**src/rtl/tri_normal_pair_cull.sv**
```systemverilog
// tri_normal_pair_cull: pairs queued triangles with their normals, culls back-facing/degenerate/NaN, queues pairs out
module tri_normal_pair_cull #(
    parameter int TRI_DEPTH = 16,
    parameter int OUT_DEPTH = 4,
    parameter bit CULL_EN   = 1'b1
) (
    input  logic         clk,
    input  logic         rst,
    input  logic         tri_valid,
    input  logic [143:0] triangle,
    output logic         tri_ready,
    input  logic         normal_valid,
    input  logic [47:0]  normal,
    output logic         out_valid,
    input  logic         out_ready,
    output logic [143:0] out_triangle,
    output logic [47:0]  out_normal,
    output logic [15:0]  culled_count,
    output logic         overflow,
    output logic         underflow
);
    localparam int TW = $clog2(TRI_DEPTH);
    localparam int OW = $clog2(OUT_DEPTH);

    logic [143:0] r_tri_mem [TRI_DEPTH];
    logic [TW-1:0] r_tri_wr, r_tri_rd;
    logic [TW:0]   r_tri_cnt;
    logic          r_tri_ready;
    logic [191:0]  r_out_mem [OUT_DEPTH];
    logic [OW-1:0] r_out_wr, r_out_rd;
    logic [OW:0]   r_out_cnt;
    logic          r_pair_valid, r_pair_cull;
    logic [191:0]  r_pair;
    logic [15:0]   r_culled;
    logic          r_overflow, r_underflow;

    logic          w_tri_empty, w_tri_full, w_tri_pop, w_tri_push, w_tri_drop;
    logic [TW:0]   w_tri_cnt_nxt;
    logic          w_out_full, w_out_pop, w_out_push, w_out_drop;
    logic [15:0]   w_nx, w_ny, w_nz;
    logic          w_back, w_degen, w_nan, w_cull;

    assign w_tri_empty   = r_tri_cnt == '0;
    assign w_tri_full    = r_tri_cnt == (TW+1)'(TRI_DEPTH);
    assign w_tri_pop     = normal_valid && !w_tri_empty;
    assign w_tri_push    = tri_valid && (!w_tri_full || w_tri_pop);
    assign w_tri_drop    = tri_valid && w_tri_full && !w_tri_pop;
    assign w_tri_cnt_nxt = r_tri_cnt + (TW+1)'(w_tri_push) - (TW+1)'(w_tri_pop);

    assign w_out_full = r_out_cnt == (OW+1)'(OUT_DEPTH);
    assign out_valid  = r_out_cnt != '0;
    assign w_out_pop  = out_valid && out_ready;
    assign w_out_push = r_pair_valid && !r_pair_cull && (!w_out_full || w_out_pop);
    assign w_out_drop = r_pair_valid && !r_pair_cull && w_out_full && !w_out_pop;

    assign w_nx = normal[15:0];
    assign w_ny = normal[31:16];
    assign w_nz = normal[47:32];

    // Cull decision from f16 bit fields: negative nonzero z, all-zero magnitude, or any NaN
    always_comb begin
        w_back  = w_nz[15] && (w_nz[14:0] != 15'd0);
        w_degen = ~|{w_nx[14:0], w_ny[14:0], w_nz[14:0]};
        w_nan   = (&w_nx[14:10] && |w_nx[9:0]) || (&w_ny[14:10] && |w_ny[9:0]) || (&w_nz[14:10] && |w_nz[9:0]);
        w_cull  = CULL_EN && (w_back || w_degen || w_nan);
    end

    assign tri_ready    = r_tri_ready;
    assign out_triangle = out_valid ? r_out_mem[r_out_rd][191:48] : 144'd0;
    assign out_normal   = out_valid ? r_out_mem[r_out_rd][47:0] : 48'd0;
    assign culled_count = r_culled;
    assign overflow     = r_overflow;
    assign underflow    = r_underflow;

    // Queue storage needs no reset; occupancy counters gate every read
    always_ff @(posedge clk) begin
        if (w_tri_push) r_tri_mem[r_tri_wr] <= triangle;
        if (w_out_push) r_out_mem[r_out_wr] <= r_pair;
    end

    // Triangle queue pointers, count and registered ready
    always_ff @(posedge clk or negedge rst) begin
        if (!rst) begin
            r_tri_wr    <= '0;
            r_tri_rd    <= '0;
            r_tri_cnt   <= '0;
            r_tri_ready <= 1'b1;
        end else begin
            if (w_tri_push) r_tri_wr <= r_tri_wr + TW'(1);
            if (w_tri_pop) r_tri_rd <= r_tri_rd + TW'(1);
            r_tri_cnt   <= w_tri_cnt_nxt;
            r_tri_ready <= w_tri_cnt_nxt != (TW+1)'(TRI_DEPTH);
        end
    end

    // Pair stage: head triangle joined with its normal and the cull verdict
    always_ff @(posedge clk or negedge rst) begin
        if (!rst) begin
            r_pair_valid <= 1'b0;
            r_pair_cull  <= 1'b0;
            r_pair       <= '0;
        end else begin
            r_pair_valid <= w_tri_pop;
            if (w_tri_pop) begin
                r_pair      <= {r_tri_mem[r_tri_rd], normal};
                r_pair_cull <= w_cull;
            end
        end
    end

    // Output queue pointers and count
    always_ff @(posedge clk or negedge rst) begin
        if (!rst) begin
            r_out_wr  <= '0;
            r_out_rd  <= '0;
            r_out_cnt <= '0;
        end else begin
            if (w_out_push) r_out_wr <= r_out_wr + OW'(1);
            if (w_out_pop) r_out_rd <= r_out_rd + OW'(1);
            r_out_cnt <= r_out_cnt + (OW+1)'(w_out_push) - (OW+1)'(w_out_pop);
        end
    end

    // Saturating cull counter and sticky error flags
    always_ff @(posedge clk or negedge rst) begin
        if (!rst) begin
            r_culled    <= '0;
            r_overflow  <= 1'b0;
            r_underflow <= 1'b0;
        end else begin
            if (r_pair_valid && r_pair_cull && r_culled != 16'hFFFF) r_culled <= r_culled + 16'd1;
            if (w_tri_drop || w_out_drop) r_overflow <= 1'b1;
            if (normal_valid && w_tri_empty) r_underflow <= 1'b1;
        end
    end
endmodule

```
**config.mk**
```make
export PLATFORM = sky130hd
export DESIGN_NAME = tri_normal_pair_cull
export DESIGN_NICKNAME = d
export VERILOG_FILES = /design/src/rtl/tri_normal_pair_cull.sv
export SDC_FILE = /design/constraint.sdc
export NUM_CORES = 2
export LEC_CHECK = 0
export ABC_AREA = 1
export CAP_MARGIN = 20
export CORE_UTILIZATION = 55
export DETAILED_ROUTE_END_ITERATION = 8
export MAX_ROUTING_LAYER = met4
export PLACE_DENSITY = 0.77
export REMOVE_ABC_BUFFERS = 1
export SLEW_MARGIN = 15
export SYNTH_ARGS = -nofsm -noshare
export SYNTH_HDL_FRONTEND = slang
export SYNTH_SLANG_ARGS = --single-unit
```
**constraint.sdc**
```tcl
create_clock -name clk -period 16.46 [get_ports clk]
set_clock_uncertainty 0.15 [all_clocks]
set_input_delay 1.646 -clock clk [delete_from_list [all_inputs] [get_ports clk]]
set_output_delay 1.646 -clock clk [all_outputs]
set_load 0.05 [all_outputs]
```
==> impl_results.md <==
- CTS tree: done
- Max cap viols: 0
- Routing usage on met3: 5.17%
- CTS Root Buffer Type: clkbuf_16
- Crit start category: flop
- Global-route layer with the greatest usage: met2
- Number of warning messages in the yosys log: 0
- Cell Count Post-Placement: 13500
- Count of fill cells added during filler insertion: 16600
- Clk pin slew, worst setup/hold paths: 0.06 ns
- Headroom to the max-slew limit: 19.0%
- Clock buffer depth: 4
- Pin count of the biggest net entering global routing: 249
- Cell with the largest stage delay on the worst path: buf_4
- Number of antenna violations at the first check in global routing: 60
- Family with the most delay on the worst path: buffers and inverters
- Top fanout value on the critical path: 98
- Number of sinks driven by the clock tree: 3305
- Residual overflow from global routing: 0
- Final Net Count: 11000
- Slack of the critical path: 9.04 ns
- Unrepaired setup endpoints after global routing: no
- Area inside the core boundary: 233000 um^2
- Sequential standard cell area: 98100 um^2
- Via count of the first global-routing pass: 82900
- Die Y-Extent: 487 um
- Leakage power of the design: 52.1 nW
- Count of standard-cell rows: 177
- # resized after CTS: 0
- Fraction of synthesis flops using an asynchronous set or reset pin: 7.05%
- Clock buffers created by TritonCTS: 342
- Top-level I/O count: 409
- Number of enable flip-flop cells after synthesis: 3072
- Final non-filler cell total: 14200
- Final core utilization: 63.2%
- Growth of design area from synthesis to finish: 13.8%
- Cell chain of the critical path: buf_4 > buf_4 > buf_4 > nor2_1 > nor2_1 > o21ai_0 > a21oi_1 > clkdlybuf4s50_1
- Count of distinct cell types in the synthesized netlist: 26
- Most common cell after layout, fill and taps aside: edfxtp_1
- Max-slew violation total from the final report: 0
- Critical path endpoint category: output pin
- Clock latency on the worst-skew pair: 0.97 ns
- Share of final-layout standard cells stronger than drive strength 1: 6.01%
- Drt via density: 5.99
- Routed Wire Length: 332 mm
- Remaining number of nets flagged by the antenna check after routing: 0
- Power Density: 193 nW/um^2
- Area enclosed by the die boundary: 237000 um^2
- Post-route DRC: 0
- Most frequent cells in the layout: edfxtp_1 (3072), nand2_1 (2817), nand3_1 (2074)
- Hold buffers post-CTS: 0
- Area of all placed cells without fillers: 147000 um^2
- Worst min-delay path class: reg -> reg
- Final Setup Violations: 0
- Average detailed-routed wire length per instance: 23.4 um
- Share of the cycle needed by the critical path after routing: 45.1%
- Wire length of the first global-routing pass: 499 mm
- Final critical-path required period: 7.42 ns
- Setup CP Type: reg -> out
- Worst Max-Slew Pin Slew: 1.21 ns
- Worst slack, placed: 10.15 ns
- Number of buffers and inverters on the critical path: 4
- Routed vias: 85100
- Initial Utilization: 55.5%
- RD Place Congestion: 0.801
- Total placed instance area: 136000 um^2
- Max incr delay on CP: 0.87 ns
- Pre-Repair DR Iteration Count: 9
- Multi-input logic area: 28400 um^2
- Worst IR Drop VDD: 0.205 mV
- Global routing usage on met2: 44.9%
- Data arrival at the endpoint of the critical path: 5.62 ns
- Number of I/O port buffers: 408
- Result of the run: completed
- Sequential cell area fraction in the yosys report: 75.7%
- Cell area after synthesis: 129000 um^2
- Dominant register cell in the synthesized netlist: edfxtp_1
- Die outline width: 487 um
- Met1 Use GR: 37.6%
- Maximum clock frequency: 135 MHz
- Estimated wirelength of the detail-placed design: 166 mm
- Gate count of the mapped netlist: 10500
- Number of buffers inserted by post-CTS setup repair: 0
- Most Frequent Cell on Critical Path: buf_4
- Initial DRC count: 10900
- Critical path data required time: 14.66 ns
- Depth of the CTS H-tree: 5
- Mapped Avg Cell Area: 12.3 um^2
- Final hold viol count: 0
- Hold slack final: 0.346 ns
- GRT Resource Usage Total: 28.5%
- FF+latch count, synth: 3305
[registers in the layout, indices dropped and copies added, names as in the netlist, 3 cells and up]
register and flops:
culled_count 16, r_out_cnt 3, r_out_mem 768, r_pair 192, r_tri_cnt 5, r_tri_mem 2304
r_tri_rd 4, r_tri_wr 4
[final cells by class]
class	instances	area share (%)
diodes	64	0.109
clock buffers	448	6.34
clock inverters	163	1.18
inverters	61	0.189
multi-input cells	6504	19.3
flip-flops and latches	3305	66.6
well taps	3132	2.66
repair buffers	542	3.68
[power breakdown]
| group | switching, mW | internal [mW] |
|---|---|---|
| sequential | 0.657 | 10.4 |
| clock | 3.11 | 4.54 |
| combinational | 7.02 | 2.67 |
[metal layers]
layer	vias to the layer above	wire, um
met5	-	0
met4	0	9560
met3	658	35800
met2	4927	159000
met1	41800	128000
li1	37800	-
[worst paths after layout]
kind	start	endpoint	cells after the start	slack, ns
max reg2reg	r_tri_rd[1]	r_pair[93]	8	11.59
max in group asynchronous	rst	r_pair[119]	3	13.59
min in group asynchronous	rst	r_pair[34]	1	0.56
min	r_pair[30]	r_out_mem[1][30]	0	0.35
max	r_out_rd[0]	out_triangle[31]	8	9.04
min reg2reg	r_pair[30]	r_out_mem[1][30]	0	0.35
[cells in the mapped netlist (3+ instances only)]
| cell | instances | area (um^2) |
|---|---|---|
| buf_1 | 99 | 372 |
| clkbuf_1 | 224 | 841 |
| nand4_1 | 6 | 37.5 |
| nand2_1 | 2817 | 10600 |
| inv_1 | 54 | 203 |
| ha_1 | 18 | 225 |
| a21oi_1 | 264 | 1320 |
| edfxtp_1 | 3072 | 92200 |
| xnor2_1 | 6 | 52.6 |
| buf_4 | 4 | 30.0 |
| nand3_1 | 2074 | 10400 |
| nor3_1 | 8 | 40.0 |
| o21ai_0 | 402 | 2010 |
| buf_2 | 340 | 1700 |
| dfrtp_1 | 232 | 5810 |
| nor2_1 | 878 | 3300 |
| xor2_1 | 22 | 193 |
| inv_2 | 6 | 22.5 |
| nand3b_1 | 3 | 22.5 |
[kinds of logic (layout without fill, tap and decap cells)]
logic type               count (synthesis)  after routing  share of synthesized area, %
buffers and inverters                  728           1214                          2.45
flip-flops                            3305           3305                          75.7
adder cells (fa/ha/maj)                 20             20                         0.205
AND/OR/NAND/NOR                       5788           5788                          18.8
XOR/XNOR                                28             28                         0.189
AO/OA/AOI/OAI                          668            668                          2.59
other                                    0             64                             0
[worst reg2reg max path, stage by stage, from the launching register on]
cell and delay (ns):
dfrtp_4 1.04, buf_4 0.95, buf_4 0.93, buf_4 0.96, nand3_1 0.19, nand3_1 0.13
nand2_1 0.09, a21oi_1 0.22, a21oi_1 0.10
[per-stage QoR]
stage	TNS [ns]	total power [mW]
6_report	0	28.4
5_1_grt	0	29.7
4_1_cts	0	28.4
3_5_place_dp	0	20.8
3_3_place_gp	0	20.5
2_1_floorplan	-7565.27	18.9
No activity file was read; power rests on OpenSTA's default activity.
